--- src/rtl/pc_npc_unit_pkg.sv ---
// Shared definitions for the SPARC V8 PC/nPC pair: next-nPC source encodings,
// word width, sequential increment and the word-alignment helper.
package pc_npc_unit_pkg;

  localparam int WORD_W = 32;
  localparam logic [WORD_W-1:0] PC_INC = 32'd4;

  typedef enum logic [1:0] {
    NPC_SEQ  = 2'b00,
    NPC_DISP = 2'b01,
    NPC_JMPL = 2'b10,
    NPC_RSVD = 2'b11
  } npc_sel_e;

  function automatic logic word_aligned(input logic [WORD_W-1:0] addr);
    return (addr[1:0] == 2'b00);
  endfunction

endpackage

--- src/rtl/pc_target_mux.sv ---
// Combinational next-nPC target selection: sequential, PC-relative (branch/CALL)
// or register-indirect (JMPL/RETT), plus the word-alignment check on the result.
module pc_target_mux
  import pc_npc_unit_pkg::*;
(
  input  logic [31:0] pc,
  input  logic [31:0] npc,
  input  logic [1:0]  npc_sel,
  input  logic [31:0] disp_in,
  input  logic [31:0] jmpl_target,
  output logic [31:0] target,
  output logic        target_ok
);

  logic [WORD_W-1:0] target_s;

  // Select the candidate target; the reserved encoding behaves as sequential.
  always_comb begin
    target_s = npc + PC_INC;
    case (npc_sel_e'(npc_sel))
      NPC_SEQ:  target_s = npc + PC_INC;
      NPC_DISP: target_s = pc + disp_in;
      NPC_JMPL: target_s = jmpl_target;
      NPC_RSVD: target_s = npc + PC_INC;
      default:  target_s = npc + PC_INC;
    endcase
  end

  assign target    = target_s;
  assign target_ok = word_aligned(target_s);

endmodule

--- src/rtl/pc_npc_unit.sv ---
// PC/nPC register pair with delayed control transfer, delay-slot annul flag,
// sticky misalignment flag and PC/nPC capture on trap entry.
module pc_npc_unit #(
  parameter logic [31:0] RESET_PC = 32'h0000_0000
) (
  input  logic        clk,
  input  logic        reset_n,
  input  logic        advance,
  input  logic [1:0]  npc_sel,
  input  logic [31:0] disp_in,
  input  logic [31:0] jmpl_target,
  input  logic        annul_req,
  input  logic        trap_req,
  input  logic [31:0] trap_vector,
  output logic [31:0] pc,
  output logic [31:0] npc,
  output logic        annul,
  output logic        misaligned,
  output logic [31:0] saved_pc,
  output logic [31:0] saved_npc
);
  import pc_npc_unit_pkg::*;

  logic [WORD_W-1:0] pc_r, npc_r, saved_pc_r, saved_npc_r;
  logic              annul_r, misaligned_r;
  logic [WORD_W-1:0] target_s;
  logic              target_ok_s;

  pc_target_mux u_target_mux (
    .pc          (pc_r),
    .npc         (npc_r),
    .npc_sel     (npc_sel),
    .disp_in     (disp_in),
    .jmpl_target (jmpl_target),
    .target      (target_s),
    .target_ok   (target_ok_s)
  );

  // State update: trap entry outranks advance; a misaligned target blocks the step.
  always_ff @(posedge clk or negedge reset_n) begin
    if (!reset_n) begin
      pc_r         <= RESET_PC;
      npc_r        <= RESET_PC + PC_INC;
      annul_r      <= 1'b0;
      misaligned_r <= 1'b0;
      saved_pc_r   <= 32'h0000_0000;
      saved_npc_r  <= 32'h0000_0000;
    end else if (trap_req) begin
      saved_pc_r   <= pc_r;
      saved_npc_r  <= npc_r;
      pc_r         <= trap_vector;
      npc_r        <= trap_vector + PC_INC;
      annul_r      <= 1'b0;
      misaligned_r <= 1'b0;
    end else if (advance && target_ok_s) begin
      pc_r    <= npc_r;
      npc_r   <= target_s;
      annul_r <= annul_req;
    end else if (advance) begin
      misaligned_r <= 1'b1;
    end
  end

  assign pc         = pc_r;
  assign npc        = npc_r;
  assign annul      = annul_r;
  assign misaligned = misaligned_r;
  assign saved_pc   = saved_pc_r;
  assign saved_npc  = saved_npc_r;

endmodule

--- config.mk ---
export PLATFORM = sky130hd
export DESIGN_NAME = pc_npc_unit
export DESIGN_NICKNAME = d
export VERILOG_FILES = /design/src/rtl/pc_npc_unit_pkg.sv /design/src/rtl/pc_target_mux.sv /design/src/rtl/pc_npc_unit.sv
export SDC_FILE = /design/constraint.sdc
export NUM_CORES = 1
export LEC_CHECK = 0
export BUFFER_PORTS_ARGS = -buffer_cell sky130_fd_sc_hd__buf_2
export CAP_MARGIN = 30
export CELL_PAD_IN_SITES_DETAIL_PLACEMENT = 1
export CELL_PAD_IN_SITES_GLOBAL_PLACEMENT = 2
export CORE_UTILIZATION = 35
export CTS_CLUSTER_SIZE = 24
export DETAILED_ROUTE_END_ITERATION = 16
export PLACE_DENSITY = 0.88
export SLEW_MARGIN = 10
export SYNTH_ARGS = -nofsm -noshare
export SYNTH_HDL_FRONTEND = slang
export SYNTH_SLANG_ARGS = --single-unit
--- constraint.sdc ---
create_clock -name clk -period 7.16 [get_ports clk]
set_input_delay 0.716 -clock clk [delete_from_list [all_inputs] [get_ports clk]]
set_output_delay 0.716 -clock clk [all_outputs]
set_load 0.05 [all_outputs]
Word level (Yosys, flattened, before mapping)
Index checks and enable logic that the tools add are counted.

Equal/unequal tests: 4. Muxes and demuxes: 10. Add/subtract/negate cells: 3. Reductions and logical operators: 7.

Operators by type and width (number): $mux W32 (4); $pmux W32 S3 (1); $add A32 B3 Y32 const B (2); $add A32 B32 Y32 (1); $mux W1 (5); $eq A2 B2 Y1 const B (2); $logic_not A2 Y1 (2); $reduce_bool A2 Y1 (2); $eq A2 B1 Y1 const B (1); $ne A2 B2 Y1 const B (1); $reduce_and A2 Y1 (1); $reduce_or A2 Y1 (1); $logic_and A1 B1 Y1 (1).

Register bits after elaboration: 130. Logic and storage cells: 30.

Longest topological paths before layout
Word-level depth: 7. Gate-level depth with buffers: 13.

Hierarchy
From an unflattened synthesis, not the netlist that was laid out.

Cells, all modules: 991. Area, all modules: 9141.3 µm².

By module, submodules not included: pc_npc_unit (times used 1, seq. area each 3254.4 µm², area each 6088.3 µm², cells each 530); pc_target_mux (times used 1, seq. area each 0.0 µm², area each 3052.9 µm², cells each 461).

Worst setup path after synthesis
OpenSTA, ideal clock, no wires.

Path type: reg2reg. From: reg pc_r[0], in the netlist pc[0]. To: reg npc_r[26], in the netlist npc[26]. Arrival time: 2.743 ns. Setup slack: 4.290 ns. Buffers on the path: 0. Data required time: 7.034 ns. Library setup time: 0.126 ns. Stages on the path, launching flop included: 11. Path through: dfrtp_1 > ha_1 > fa_1 > a21oi_1 > o211a_1 > nor4_2 > nor2_1 > o41ai_2 > nand3_1 > mux2i_1 > a311o_1.

Cells in the longest elaborated chain, start to end: 5. Elaborated cells on any way between the ends: 7. Classes of those cells: add/sub (1); mux (3); reduce/logical (3).

Ends and longest elaborated chain: start: declaration (RTL line pc_npc_unit.sv:24) `logic [WORD_W-1:0] pc_r, npc_r, saved_pc_r, saved_npc_r;`; start signal: assignment (RTL line pc_npc_unit.sv:51) `pc_r <= trap_vector;`; start signal: assignment (RTL line pc_npc_unit.sv:56) `pc_r <= npc_r;`; $add A32 B32 Y32 (*) (RTL line pc_target_mux.sv:22) `NPC_DISP: target_s = pc + disp_in;`; $pmux W32 S3 (*) (RTL line pc_target_mux.sv:20) `case (npc_sel_e'(npc_sel))`; $logic_not A2 Y1 (RTL line pc_npc_unit_pkg.sv:16) `return (addr[1:0] == 2'b00);`; $logic_and A1 B1 Y1 (RTL line pc_npc_unit.sv:55) `end else if (advance && target_ok_s) begin`; $reduce_bool A2 Y1 (no source line); end signal: assignment (RTL line pc_npc_unit.sv:43) `npc_r <= RESET_PC + PC_INC;`; end signal: assignment (RTL line pc_npc_unit.sv:52) `npc_r <= trap_vector + PC_INC;`; end signal: assignment (RTL line pc_npc_unit.sv:57) `npc_r <= target_s;`; end: declaration (RTL line pc_npc_unit.sv:24).

Mark *: on every way between the ends. The rest lies on a longest branch, timed or not. The select of a mux whose other input is x is not followed. A chain may end at the register's enable or synchronous reset.

Worst setup path after layout
From: in npc_sel[1]. To: reg npc_r[31], in the netlist npc[31].

Cells in the longest elaborated chain, start to end: 6. Elaborated cells on any way between the ends: 11. Classes of those cells: eq/ne (3); mux (3); reduce/logical (5).

Ends and longest elaborated chain: start: declaration (RTL line pc_npc_unit.sv:9) `input logic [1:0] npc_sel,`; $eq A2 B2 Y1 / $logic_not A2 Y1 (equally long branches) (RTL line pc_target_mux.sv:20); $reduce_or A2 Y1 (no source line); $pmux W32 S3 (*) (RTL line pc_target_mux.sv:20); $logic_not A2 Y1 (RTL line pc_npc_unit_pkg.sv:16); $logic_and A1 B1 Y1 (RTL line pc_npc_unit.sv:55); $reduce_bool A2 Y1 (no source line).

Marked as above.

==> flow_summary.toml <==
[run_status]
status = "finished clean"

[worst_setup_path]
r2r-start = "pc[3]"
critPathCaptureType = "flop"
crit_cells = 12
crit_chain = "buf_2 -> inv_1 -> ha_2 -> buf_4 -> inv_1 -> a31oi_1 -> nand2b_4 -> buf_4 -> nand2_1 -> o221ai_1 -> o221ai_1 -> nor3b_1"
path_buf_inv = 5
reg2regPathDepth = 9
crit_end = "npc[31]"
cp-startpoint = "npc_sel[1]"
cp.required_ns = 7.51
start_kind = "primary input"
cp_slowest_cell = "buf_4"
reg2reg_slack_ns = 3.76
slowest_delay_ns = 0.55
path_delay_family = "buffers and inverters"
cp.arrival_ns = 4.05
r2r-end = "npc[27]"
critPathKind = "in2reg"
critPathMaxFanout = 54

[sta]
period_share_pct = 51.7
fmax_mhz = 270
fin_tns_setup_ns = 0
rsz0062_at_grt = "false"
fin_crit_ns = 3.70
max-slew-margin-rel_pct = 35.1
maxSlewViolCount = 0
tightest_slew_ns = 0.973
finalSetupViolations = 0
fin_skew_ns = 0.0146
final_hold_viol_count = 0

[drt]
vias = 8466
wl_per_cell_um = 21.2
routed_wl_um = 31800
drtAntennaViolNets = 0
firstDrtPassIters = 5
routed_via_density = 5.64
drtIter0Drc = 464
drc = 0

[logic_synthesis]
seq_area_frac_synth_pct = 36.8
yosys_warnings = 0
async_flop_share_pct = 100
netlist_area_um2 = 8830
muxShareOfSynthArea_pct = 12.1
synth_edf_count = 0
synthSimpleGateAreaFrac_pct = 16.2
ys_ff_latch = 130
ys.flop_type = "dfrtp_1"
synth-compound-area-share_pct = 19.3
syn-num-nets = 1101
synth_top_family_by_area = "compound AO/OA/AOI/OAI gates"
syn_inst = 962
synthXorXnorAreaFrac_pct = 6.94
synthAdderAreaFrac_pct = 5.18
synth_area_per_cell_um2 = 9.18
yosysUniqueCellTypes = 69

[placement]
portBuffers = 232
dpl.hpwl_um = 23300
gp_congestion = 0.879

[clock_tree]
cts-htree-levels = 4
cts.sinks = 130
clk_pin_slew_worst_paths_ns = 0.06
cts_inserted_buffers = 17
clockBufferDepth = 2
post_cts.repair.setup_buffers = 0
ctsResizeCount = 0
cts.hold.buffers_added = 0
clock_latency_ns = 0.44
clock-root-buffer = "clkbuf_16"
cts_tree = "yes"

[power]
irDropWorstVdd_mv = 0.129
power_density_nw_per_um2 = 287
power_leakage_nw = 5.09

[layout]
seq_area_um2 = 3250
layout_commonest_cell = "buf_2"
multi_input_area_um2 = 5290
layout_common_cells = "buf_2 (230), dfrtp_1 (129), nand2_1 (110)"
fillers = 2957
fin_nets = 1302
synthToLayoutAreaGrowth_pct = 23.2
post-route-util_pct = 44.4
drive_gt1_share_pct = 29.8

[global_route]
grt_first_pass_wirelength_um = 49900
gr-total-overflow = 0
grt_max_degree = 118
grt_usage_pct = 24.9
antenna_found_initial = 2
grt_pass1_vias = 8624

[die]
initial_utilization_pct = 36.0
die_width_um = 161
die_h_um = 161
core_um2 = 24500
pin_count = 233
dieArea_um2 = 25900
rows = 57

[job]
cap_violations = 0

[min_path]
hold_class = "in2async"
==> cells in the mapped netlist, types with 12 or more instances <==
master	instances	area, um2
a21o_1	24	180
nor3_1	12	60.1
xnor2_1	36	315
a21oi_1	66	330
mux2_2	64	721
inv_1	19	71.3
o21ai_0	72	360
a221oi_1	23	201
clkbuf_1	44	165
nand4_1	18	113
mux2i_1	35	350
dfrtp_1	129	3230
nor2_1	49	184
nand3_1	39	195
a211oi_1	21	158
xor2_1	34	298
ha_1	35	438
and3_1	12	75.1
nand2_1	110	413
==> worst min-delay path by stage <==
stage	endpoint	start	slack (ns)	cells past startpoint
3_5_place_dp	saved_pc[25]	saved_pc[25]	0.49	1
4_1_cts	saved_pc[5]	reset_n	0.33	1
6_report	saved_pc[0]	reset_n	0.31	1
2_1_floorplan	annul	reset_n	0.42	0
3_3_place_gp	saved_pc[2]	saved_pc[2]	0.48	1
5_1_grt	saved_pc[0]	reset_n	0.37	1
==> through the flow <==
stage | std cells | total power [mW] | setup WS, ns | hold WS [ns] | instance area, um2
2_1_floorplan | 962 | 1.82 | 4.29 | 0.420 | 8830
5_1_grt | 1500 | 3.27 | 3.13 | 0.366 | 10900
4_1_cts | 1500 | 3.15 | 3.46 | 0.334 | 10900
6_report | 1502 | 3.13 | 3.46 | 0.311 | 10900
3_5_place_dp | 1468 | 2.18 | 3.05 | 0.490 | 10200
3_3_place_gp | 1468 | 2.16 | 3.11 | 0.484 | 10200
==> layout make-up <==
class                   instances  share of cell area (%)
repair buffers                239                    11.3
clock inverters                13                    1.69
clock buffers                  19                    4.16
multi-input cells             756                    48.6
diodes                          2                  0.0460
flip-flops and latches        130                    29.9
inverters                      19                   0.655
well taps                     324                    3.72
==> cell families (layout without fill, tap and decap cells) <==
logic type / Yosys count / count (layout)
and+or+nand+nor: 287 / 287
buffers and inverters: 76 / 290
DFF: 130 / 130
xor gates and xnor gates: 70 / 70
muxes: 99 / 99
AOI/OAI and AO/OA: 264 / 264
adders and majority gates: 36 / 36
other: 0 / 2
==> metal layers <==
metal,GRT usage (%),part of all wire [%],vias to the layer above
li1,-,-,3956
met1,33.8,46,4234
met2,39.9,47,236
met3,4.96,5.3,38
met4,7.46,1.9,2
met5,0,0.025,-
==> flip-flops by register name, summed over array words and instances, names as in the netlist <==
signal	flops
pc	32
npc	32
annul	1
saved_pc	32
saved_npc	32
misaligned	1
==> where the power goes <==
group	switching [mW]	total (mW)	internal, mW	leakage (nW)
Clock	0.363	0.963	0.601	0.305
Sequential	0.124	0.972	0.847	1.55
Combinational	0.840	1.19	0.354	3.23
Total	1.33	3.13	1.80	5.09
Note: power is estimated with default switching activity, not from simulation.
